### config.mk
export PLATFORM = sky130hd
export DESIGN_NAME = regfile_wb_writer
export DESIGN_NICKNAME = d
export VERILOG_FILES = /design/src/rtl/regfile_wb_writer.sv
export SDC_FILE = /design/constraint.sdc
export NUM_CORES = 1
export LEC_CHECK = 0
export BUFFER_PORTS_ARGS = -buffer_cell sky130_fd_sc_hd__buf_2
export CAP_MARGIN = 20
export CORE_MARGIN = 2
export CORE_UTILIZATION = 52
export DETAILED_ROUTE_END_ITERATION = 6
export PLACE_DENSITY = 0.75
export SETUP_SLACK_MARGIN = 0.15
export SLEW_MARGIN = 40
export SYNTH_ARGS = -nofsm -noshare
export SYNTH_HDL_FRONTEND = slang
export SYNTH_SLANG_ARGS = --single-unit
### constraint.sdc
create_clock -name clk -period 3.2 [get_ports clk]
set_input_delay 0.48 -clock clk [delete_from_list [all_inputs] [get_ports clk]]
set_output_delay 0.48 -clock clk [all_outputs]
set_load 0.005 [all_outputs]
### src/rtl/regfile_wb_writer.sv
// Queues register-file writebacks and issues one write per cycle (WB_FWD_EN adds a forwarding lookup).
// Latency: 2 edges from acceptance to dselect/dbus, plus 1 per stall cycle and per older entry.
// Backpressure: wr_ready drops when the FIFO is full; stall holds the queue without popping.
module regfile_wb_writer #(
  parameter int DEPTH    = 4,
  parameter int NREGS    = 32,
  parameter int AW       = 5,
  parameter int ZERO_REG = 31
) (
  input  logic             clk,
  input  logic             reset,
  input  logic             wr_valid,
  output logic             wr_ready,
  input  logic [AW-1:0]    wr_addr,
  input  logic [63:0]      wr_data,
  input  logic             stall,
  output logic [NREGS-1:0] dselect,
  output logic [63:0]      dbus,
  output logic             busy,
  input  logic [AW-1:0]    fwd_addr,
  output logic             fwd_hit,
  output logic [63:0]      fwd_data
);

  localparam int PW = $clog2(DEPTH);
  localparam int CW = $clog2(DEPTH + 1);

  logic [AW-1:0] addr_q [DEPTH];
  logic [63:0]   data_q [DEPTH];
  logic [PW-1:0] head;
  logic [PW-1:0] tail;
  logic [CW-1:0] count;
  logic          push;
  logic          pop;

  assign wr_ready = (count != CW'(DEPTH));
  assign busy     = (count != '0) || (dselect != '0);
  assign push     = wr_valid && wr_ready;
  assign pop      = (count != '0) && !stall;

  // Storage has no reset; occupancy is tracked solely by count.
  always_ff @(posedge clk) begin
    if (push && !reset) begin
      addr_q[tail] <= wr_addr;
      data_q[tail] <= wr_data;
    end
  end

  always_ff @(posedge clk) begin
    if (reset) begin
      head    <= '0;
      tail    <= '0;
      count   <= '0;
      dselect <= '0;
      dbus    <= '0;
    end else begin
      if (push) tail <= tail + PW'(1);
      if (pop) begin
        head <= head + PW'(1);
        if (addr_q[head] == AW'(ZERO_REG)) begin
          dselect <= '0;
          dbus    <= '0;
        end else begin
          dselect <= NREGS'(1) << addr_q[head];
          dbus    <= data_q[head];
        end
      end else begin
        dselect <= '0;
        dbus    <= '0;
      end
      case ({push, pop})
        2'b10:   count <= count + CW'(1);
        2'b01:   count <= count - CW'(1);
        default: count <= count;
      endcase
    end
  end

`ifdef WB_FWD_EN
  // Scan oldest to youngest so the youngest match wins; the output stage is older than any queued entry.
  always_comb begin
    fwd_hit  = 1'b0;
    fwd_data = '0;
    if (dselect[fwd_addr]) begin
      fwd_hit  = 1'b1;
      fwd_data = dbus;
    end
    for (int i = 0; i < DEPTH; i++) begin
      if ((CW'(i) < count) && (addr_q[head + PW'(i)] == fwd_addr)) begin
        fwd_hit  = 1'b1;
        fwd_data = data_q[head + PW'(i)];
      end
    end
    if (fwd_addr == AW'(ZERO_REG)) begin
      fwd_hit  = 1'b0;
      fwd_data = '0;
    end
  end
`else
  logic unused_fwd;
  assign unused_fwd = ^fwd_addr;
  assign fwd_hit    = 1'b0;
  assign fwd_data   = '0;
`endif

endmodule

[Word-level counts from Yosys, hierarchy flattened]
Memories as Yosys holds them, arrays and structs flattened. A register that Yosys moved wholly into a read port is not among the register bits.
Index checks and enable logic that the tools add are counted.
Storage, ports and cells
  logic and storage cells: 31
  bits in writable memories: 276
  flip-flop bits (word level): 39
  output and inout port bits: 163
  memories kept: 2
Memories
  data_q: words 4, bits a word 64, rd ports 1, clocked after Yosys merged registers in 1, wr ports 1, line 29  | logic [63:0] data_q [DEPTH];
  addr_q: words 4, bits a word 5, rd ports 1, clocked after Yosys merged registers in 1, wr ports 1, line 28  | logic [AW-1:0] addr_q [DEPTH];
Operators by class
  shift-type cells: 1
  muxes and demuxes: 5
  bitwise gates (word level): 1
  equality and inequality tests: 4
  reduce and logical (&&, ||, !) cells: 10
  add/sub/neg operators: 4
Operators with widths (count)
  32-bit nonzero test: 1
  1-bit by 5-bit << shifter with 32-bit output (first input constant): 1
  3-bit case mux with 2 select lines: 1
  5-bit == test (second input constant): 1
  2-bit by 1-bit adder with 2-bit output (second input constant): 2
  2-bit 2-to-1 mux: 2
  3-bit by 1-bit adder with 3-bit output (second input constant): 1
  1-bit logical AND: 3
  3-bit != test (second input constant): 1
  3-bit nonzero test: 1
  3-bit OR reduction: 1
  3-bit by 1-bit subtractor with 3-bit output (second input constant): 1
  2-bit by 1-bit == test with 1-bit output (second input constant): 1
  2-bit == test (second input constant): 1
  1-bit logical NOT: 2
  1-bit 2-to-1 mux: 2
  2-bit nonzero test: 1
  1-bit logical OR: 1
  1-bit NOT: 1

[Depth between registers and ports, before layout]
Gate-level depths: netlist of the first run.
  depth in word-level cells: 5
  depth in mapped cells: 9
  depth with buffers taken out: 9

[Worst setup path after synthesis of the first run]
OpenSTA, ideal clock, no wires.
  path type: input -> register
  start: input port reset
  end: memory addr_q[2][0], enable pin
  library setup time: 0.435 ns
  required time: 2.765 ns
  stages: 3
  arrival: 2.587 ns
  setup slack: 0.179 ns
  path through: clkbuf_1 nor3_1 and2_1
Between the ends
  cells in the longest elaborated chain, start to end: 4
Ends and longest elaborated chain
  start: declaration: line 11  | input logic reset,
  1-bit logical NOT: line 43  | if (push && !reset) begin
  1-bit logical AND: line 43
  1-bit 2-to-1 mux: line 43
  1-bit 2-to-1 mux (implied by the code): line 44  | addr_q[tail] <= wr_addr;
  end: declaration: line 28
No other way between the ends.

[Final worst setup path of the first run]
  start: register count[2]
  end: output port busy
Between the ends
  cells in the longest elaborated chain, start to end: 2
Ends and longest elaborated chain
  start: declaration: line 32  | logic [CW-1:0] count;
  start signal: assignment: line 72  | 2'b10: count <= count + CW'(1);
  start signal: assignment: line 73  | 2'b01: count <= count - CW'(1);
  start signal: assignment: line 74  | default: count <= count;
  3-bit nonzero test: line 37  | assign busy = (count != '0) || (dselect != '0);
  1-bit logical OR: line 37
  end: declaration: line 19  | output logic busy,
No other way between the ends.

==> results.toml, run 1 <==
[cells_and_area]
layout.nets = 1059
syn_to_final_growth_pct = 16.2
drive_gt1_frac = 0.331
fill_cells = 1904

[synth]
syn_inst = 807
ys_async_sr_fraction = 0
synth_area_leader_cell = "edfxtp_1"
yosysSeqAreaShare = 0.736
yosys_warnings = 0
avgSynthCellArea_um2 = 17.5
synth_top_area_share = 0.587
syn_area_um2 = 14100
synth_common_cells = "276 x edfxtp_1, 105 x dfxtp_1, 71 x a21oi_1"
synth_most_common_cell = "edfxtp_1"
ys_top_cells_by_area = "edfxtp_1 59%, dfxtp_1 15%, mux4_2 10%"
ys_types = 33
synth_edf_count = 276
ys.flop_type = "edfxtp_1"
ys_seq_elements = 381

[grt]
antenna_found_initial = 7
grt_pass1_vias = 7718
grt_overflow = 0
grt_usage = 0.201
grt_pass1_wl_mm = 43.8
grt_max_degree = 66

[run]
drv_cap = 0

[sta]
clock_skew_ns = 0.0119
tightest_slew_ns = 0.697
slew_headroom = 0.535
min_period_ns = 2.48
hold_slack_ns = 0.170
max_freq_mhz = 403
rsz0062_at_grt = "false"
post-route-period-util = 0.775
tns_ns = 0
hold_violations = 0
setup_viol = 0
slew_violations = 0

[detailed_routing]
first_pass_iters = 5
detail-route-antenna-nets = 0
avgRoutedWirePerCell_um = 21.0
vias = 7660
wl_mm = 28.3
routed_via_density = 5.67
route.detailed.drc = 0
drt_iter0_markers = 570

[clocking]
clockBufferDepth = 3
cts_num_sinks = 381
clkTransAtPathRegs_ns = 0.06
cts_resized = 0
cts_setup_buffers = 0
insertion_delay_ns = 0.52
ctsHoldBuffers = 0
h-tree-depth = 2
cts_root_buffer = "clkbuf_16"
cts_tree = "built"
cts_buffers = 39

[power_and_ir_drop]
clkPwrFrac = 0.355
p_leak_uw = 0.00589
p_int_uw = 9100
ir_drop_mv = 0.548
p_sw_uw = 3170
power_density_nw_per_um2 = 748
comb_power_share = 0.176
seq_power_share = 0.469
swShare = 0.258

[worst_setup_path]
worst-path-max-fanout = 6
crit_path_end_kind = "primary output"
cp-start-kind = "flip-flop"
crit_type = "flip-flop to primary output"
path_cells = "nor3_2 > nand3_1 > or3_1 > buf_2"
slowest_stage = "nor3_2"
cp_data_arrival_time_ns = 2.00
cp.required_ns = 2.72
cpPeakStageDelay_ns = 0.50

[status]
status = "completed"

[floorplanning]
die_h_um = 169
core_area_um2 = 26800
die_area_um2 = 28500
initial_utilization = 0.527
rows = 60
die_w_um = 169
ioPinCount = 241

[place]
dp_hpwl_mm = 16.8
port_buffers = 170
place_congestion = 0.774

[hold_path]
min-delay-path-class = "input pin to flip-flop"
final timing paths:
path	start	end	slack (ns)	depth (start not counted)
worst max-delay path	count[2]	busy	0.72	4
worst min-delay path	wr_data[46]	data_q[0][46]	0.17	1
worst max register to register	flip-flop	dbus[54]	0.82	4
worst min register to register	tail[0]	tail[0]	0.53	2
cells by family (layout without fill, tap and decap cells):
| group | Yosys count | count (layout) | share of synthesized area |
|---|---|---|---|
| compound gates | 76 | 76 | 0.0271 |
| simple gates | 137 | 137 | 0.0607 |
| buf+inv | 135 | 268 | 0.0575 |
| flops | 381 | 381 | 0.736 |
| fa+ha+maj | 6 | 6 | 0.00585 |
| other cells | 1 | 70 | 0.000266 |
| mux | 69 | 69 | 0.111 |
| xor+xnor | 2 | 2 | 0.00124 |
routing by layer:
metal,up-vias,wire (um),track usage
li1,3382,-,-
met1,3840,11300,0.259
met2,366,14000,0.335
met3,66,2290,0.0524
met4,6,751,0.0720
met5,-,34,0
per-stage QoR:
step                      cells  total power [uW]  setup WS, ns  area, um2  utilization
after global routing       1348             12800         0.583      16400        0.612
after CTS                  1345             12300         0.705      16400        0.611
after global placement     1272              7900         0.930      15100        0.562
final                      1350             12300         0.721      16400        0.612
after floorplan             872              7350         0.179      14400            -
after detailed placement   1274              7960         0.856      15100        0.564
area by class of cell:
class,count,area (um2),area share
tap,341,427,0.0260
timing repair buffer,187,1110,0.0674
multi-input combinational,356,3180,0.194
sequential,381,10400,0.634
clock buffer,57,1110,0.0677
inverter,10,37.5,0.00229
clock inverter,14,141,0.00862
antenna,4,10.0,0.000610
critical path: cells and delay by family, from the launching register on:
kind | cells | cell delay (ns)
simple gates | 3 | 1.00
flops | 1 | 0.34
buf+inv | 1 | 0.13
flip-flops by register name, summed over array words and instances, names as in the netlist, named ones only:
register,flops
data_q,256
dbus,64
dselect,32
addr_q,20
count,3
head,2
tail,2
placed cells by master, fill, tap and decap left out, drive strengths merged, types with 4 or more instances in the layout:
master / count
clkbuf: 57
nand3: 4
conb: 66
inv: 12
nand2: 4
a21oi: 71
mux4: 69
buf: 187
edfxtp: 276
diode: 4
ha: 5
nor3: 30
and2: 5
dfxtp: 105
o21ai: 4
nor2: 4
nand4: 66
nor4: 9
nand2b: 4
clkinv: 8
power by group through the flow:
stage,Clock [uW],Combinational [uW],Sequential (uW)
2_1_floorplan,0,1520,5830
3_3_place_gp,0,2020,5870
3_5_place_dp,0,2100,5860
4_1_cts,4440,2120,5760
5_1_grt,4650,2340,5780
6_report,4360,2150,5750
No activity file was read; power rests on OpenSTA's default activity.
==> run 2: changes to the inputs <==
--- a/config.mk
+++ b/config.mk
@@ -8,7 +8,7 @@
 export BUFFER_PORTS_ARGS = -buffer_cell sky130_fd_sc_hd__buf_2
 export CAP_MARGIN = 20
 export CORE_MARGIN = 2
-export CORE_UTILIZATION = 52
+export CORE_UTILIZATION = 50
 export DETAILED_ROUTE_END_ITERATION = 6
 export PLACE_DENSITY = 0.75
 export SETUP_SLACK_MARGIN = 0.15
==> constraint.sdc (replaced) <==
create_clock -name clk -period 2.2 [get_ports clk]
set_input_delay 0.33 -clock clk [delete_from_list [all_inputs] [get_ports clk]]
set_output_delay 0.33 -clock clk [all_outputs]
set_load 0.005 [all_outputs]
==> run 2 against run 1 <==
  * Clock power rose by 43%
  * Largest cell class unchanged
  * Largest power group unchanged
  * Via count rose by 0.95%
  * Routed wire length rose by 5.1%
  * Final cell count rose by 4.3%
  * Design area rose by 1.9%
  * Critical endpoint unchanged
  * Clock skew rose by 0.0020 ns
  * Global-route usage barely moved
==> results.toml, run 2 (synthesis results as in run 1) <==
[sta]
setup_viol = 0
min_period_ns = 2.17
post-route-period-util = 0.986
max_freq_mhz = 461
clock_skew_ns = 0.0139
slew_violations = 0
hold_violations = 0
rsz0062_at_grt = "true"

[grt]
grt_pass1_wl_mm = 44.4
grt_overflow = 0
grt_max_degree = 66
grt_usage = 0.201
antenna_found_initial = 10
grt_pass1_vias = 7640

[worst_setup_path]
crit_path_end_kind = "primary output"
cp-start-kind = "flip-flop"
r2r_cells = 10
crit_type = "flip-flop to primary output"
worst_r2r_endpoint = "count[2]"
crit_top_cell = "buf_6"
cpPeakStageDelay_ns = 0.34
cp.required_ns = 1.87
slowest_stage = "or3_4"
cp_data_arrival_time_ns = 1.84
r2r-start = "count[2]"
r2r_slack_ns = 0.17
worst-path-max-fanout = 4
path_cells = "buf_4 > nor3_4 > buf_6 > nand3_2 > or3_4 > buf_6"

[power_and_ir_drop]
power.total_uw = 18000
p_leak_uw = 0.00602
power_density_nw_per_um2 = 1080
ir_drop_mv = 0.723

[clocking]
h-tree-depth = 2
cts_tree = "built"
cts_buffers = 39
insertion_delay_ns = 0.52
cts_num_sinks = 381
cts_root_buffer = "clkbuf_16"
clkTransAtPathRegs_ns = 0.06
clockBufferDepth = 3

[floorplanning]
initial_utilization = 0.508
rows = 61
die_h_um = 172
ioPinCount = 241
core_area_um2 = 27800
die_w_um = 172
die_area_um2 = 29600

[detailed_routing]
drt_iter0_markers = 559
route.detailed.drc = 0
first_pass_iters = 4
vias = 7733
routed_via_density = 5.49
avgRoutedWirePerCell_um = 21.1
wl_mm = 29.8
detail-route-antenna-nets = 0

[cells_and_area]
multi_input_area_um2 = 3200
largest_register_ffs = 256
largest-register = "data_q"
syn_to_final_growth_pct = 18.4
design_area_um2 = 16700
fill_cells = 2048
layout.nets = 1079
fin_util = 0.601
drive_gt1_frac = 0.356
final_cell_mix = "276 x edfxtp_1, 169 x buf_2, 100 x dfxtp_1"
reg.largest.list = "data_q x256, dbus x64, dselect x32"
seq_area_um2 = 10400
final_common_cell = "edfxtp_1"

[hold_path]
whs_endpoint = "data_q[2][48]"
hold_depth = 1
min_from = "wr_data[48]"
min-delay-path-class = "input pin to flip-flop"

[place]
port_buffers = 170
placed_cell_area_um2 = 15400
place_congestion = 0.727
dp_hpwl_mm = 17.7

[status]
status = "completed"

[run]
drv_cap = 0
run 2: changes by cell type in the layout (fill, tap and decap cells not counted), sizes merged:
cell    before  now
clkbuf      57   54
buf        187  207
bufinv       2    1
diode        4    7
inv         12   14
run 2: worst max path at each step:
| stage | startpoint | to | cells past startpoint |
|---|---|---|---|
| floorplan | reset | addr_q[0][0] | 3 |
| CTS | count[0] | busy | 6 |
| global placement | count[1] | count[2] | 9 |
| global route | count[2] | busy | 6 |
| finish | count[2] | busy | 6 |
| detailed placement | count[1] | count[2] | 9 |
run 2: layout make-up:
class                           count  area share
Sequential cell                   381       0.623
Multi-Input combinational cell    356       0.192
Timing Repair Buffer              207      0.0811
Clock buffer                       54      0.0656
Tap cell                          378      0.0283
Clock inverter                     15     0.00741
Inverter                           10     0.00225
Antenna cell                        7     0.00105
run 2: stage by stage:
stage | setup WS [ns] | hold slack (ns) | std cells | TNS, ns
after floorplan | 0.0781 | 0.429 | 872 | 0
after global placement | 0.0532 | 0.519 | 1325 | 0
after detailed placement | -0.00609 | 0.521 | 1325 | -0.00609
after CTS | 0.0645 | 0.00830 | 1397 | 0
after global routing | -0.0366 | 0.0128 | 1405 | -0.0366
final | 0.0301 | 0.0210 | 1408 | 0
run 2: timing repair:
action / CTS / global route
setup endpoints to repair: 10 / 195
setup buffers: 3 / 4
pin swaps: 3 / 3
resized for setup: 9 / 4
gates cloned: 0 / 0
hold buffers: 0 / 0
run 2: where the power goes:
group / internal [uW] / total, uW / switching (uW)
clock: 3630 / 6250 / 2620
sequential: 8180 / 8430 / 247
combinational: 1470 / 3320 / 1850
total: 13300 / 18000 / 4710
run 2: metal layers:
layer | track usage | vias up | share of wire
met5 | 0 | - | 0.00091
met4 | 0.0738 | 4 | 0.028
met3 | 0.0520 | 61 | 0.077
met2 | 0.341 | 369 | 0.49
met1 | 0.252 | 3874 | 0.40
li1 | - | 3425 | -
run 2: worst max-delay path: cells and delay by family, from the launching register on:
family | cells | cell delay [ns]
buf+inv | 3 | 0.41
flops | 1 | 0.31
simple gates | 3 | 0.61
==> run 3: changes to the inputs <==
--- a/config.mk
+++ b/config.mk
@@ -7,6 +7,7 @@
 export LEC_CHECK = 0
 export BUFFER_PORTS_ARGS = -buffer_cell sky130_fd_sc_hd__buf_2
 export CAP_MARGIN = 20
+export CORE_ASPECT_RATIO = 0.8
 export CORE_MARGIN = 2
 export CORE_UTILIZATION = 50
 export DETAILED_ROUTE_END_ITERATION = 6
==> run 3 against run 2 <==
  * Hold slack got worse by 0.0020 ns
  * Maximum frequency is 0.28% higher
  * Flip-flop and latch count unchanged
  * Critical endpoint unchanged
  * Sequential share of layout area is 0.15 points lower
  * Critical path type unchanged
==> results.toml, run 3 (synthesis results as in run 1) <==
[detailed_routing]
first_pass_iters = 4
vias = 7727
drt_iter0_markers = 485
route.detailed.drc = 0
wl_mm = 29.0
routed_via_density = 5.53
detail-route-antenna-nets = 0
avgRoutedWirePerCell_um = 20.7

[worst_setup_path]
slowest_stage = "dfxtp_2"
worst-path-max-fanout = 2
cp_data_arrival_time_ns = 1.83
r2r_slack_ns = 0.15
crit_type = "flip-flop to primary output"
critPathTopFamily = "simple AND/OR/NAND/NOR gates"
cp.required_ns = 1.87
path_cells = "buf_6 > nor3_4 > buf_6 > nand3_2 > or3_1 > buf_2"
crit_path_end_kind = "primary output"
crit_top_cell = "buf_6"
r2r_cells = 10
cp_num_buf_inv = 3
r2r-start = "count[0]"
cpPeakStageDelay_ns = 0.33
worst_r2r_endpoint = "count[2]"
cp-start-kind = "flip-flop"

[sta]
post-route-period-util = 0.984
hold_slack_ns = 0.0190
tns_ns = 0
max_freq_mhz = 462
tightest_slew_ns = 0.669
clock_skew_ns = 0.0171
min_period_ns = 2.16
slew_headroom = 0.552
timing.final.ws_setup_ns = 0.0363
slew_violations = 0
setup_viol = 0
hold_violations = 0
rsz0062_at_grt = "true"

[place]
dp_hpwl_mm = 16.9
placed_cell_area_um2 = 15300
place_congestion = 0.719
port_buffers = 170
preCtsSetupSlack_ns = 0.0681

[floorplanning]
die_area_um2 = 29600
ioPinCount = 241
die_h_um = 154
die_w_um = 192
initial_utilization = 0.513
rows = 54
core_area_um2 = 27500

[cells_and_area]
largest_register_ffs = 256
syn_to_final_growth_pct = 18.6
drive_gt1_frac = 0.351
final_common_cell = "edfxtp_1"
layout.nets = 1085
largest-register = "data_q"
final_cell_mix = "276 x edfxtp_1, 170 x buf_2, 101 x dfxtp_1"
fill_cells = 2014
multi_input_area_um2 = 3240
seq_area_um2 = 10400
design_area_um2 = 16700
reg.largest.list = "data_q x256, dbus x64, dselect x32"

[clocking]
insertion_delay_ns = 0.52
clockBufferDepth = 3
clkTransAtPathRegs_ns = 0.06
cts_num_sinks = 381
cts_tree = "built"
cts_root_buffer = "clkbuf_16"
cts_buffers = 38
h-tree-depth = 2

[grt]
grt_pass1_wl_mm = 43.7
antenna_found_initial = 4
grt_usage = 0.195
grt_max_degree = 66
grt_pass1_vias = 7672
grt_overflow = 0

[power_and_ir_drop]
p_leak_uw = 0.00602
ir_drop_mv = 0.768
power_density_nw_per_um2 = 1070
power.total_uw = 17900

[hold_path]
hold_depth = 1
min-delay-path-class = "input pin to flip-flop"
min_from = "wr_data[54]"
whs_endpoint = "data_q[3][54]"

[status]
status = "completed"

[run]
drv_cap = 0
==> run 3: cell types whose count changed in the layout (fill, tap and decap cells not counted), sizes merged <==
cell	change
diode	-4
clkinv	+7
clkinvlp	-1
clkbuf	-5
inv	-2
dlygate4sd3	+11
buf	-4
bufinv	+1
==> run 3: cell type report <==
| cell class | count | share of cell area |
|---|---|---|
| clock buffer | 49 | 0.0617 |
| tap | 364 | 0.0272 |
| multi-input combinational | 356 | 0.193 |
| inverter | 10 | 0.00224 |
| clock inverter | 20 | 0.00919 |
| antenna | 3 | 0.000448 |
| sequential | 381 | 0.621 |
| timing repair buffer | 214 | 0.0848 |
==> run 3: worst max-delay path by stage <==
| stage | to | depth (start not counted) | from | slack (ns) |
|---|---|---|---|---|
| detailed placement | count[2] | 9 | count[1] | 0.07 |
| floorplan | addr_q[0][0] | 3 | reset | 0.08 |
| finish | busy | 6 | count[0] | 0.04 |
| global placement | count[2] | 9 | count[1] | 0.07 |
| CTS | busy | 6 | count[0] | 0.05 |
| global route | busy | 6 | count[2] | -0.01 |
==> run 3: power by group <==
group	internal [uW]	leakage [uW]	switching [uW]
clock	3560	0.000583	2560
combinational	1470	0.00208	1820
sequential	8180	0.00336	249
total	13200	0.00602	4630
==> run 3: routing by layer <==
layer,up-vias,wire [um],GRT usage
li1,3441,-,-
met1,3900,12200,0.264
met2,330,14000,0.315
met3,54,2140,0.0442
met4,2,641,0.0645
met5,-,16,0
==> run 3: through the flow <==
stage,utilization,std cells
finish,0.609,1397
global route,0.609,1396
floorplan,-,872
detailed placement,0.557,1310
global placement,0.557,1310
CTS,0.607,1394
==> run 3: what timing repair did <==
| item | in CTS | in global routing |
|---|---|---|
| setup endpoints to repair | 27 | 78 |
| buffers inserted | 4 | 0 |
| hold endpoints to repair | 41 | 0 |
| gates resized for setup | 12 | 11 |
| pin swaps | 3 | 2 |
| hold buffers | 11 | 0 |
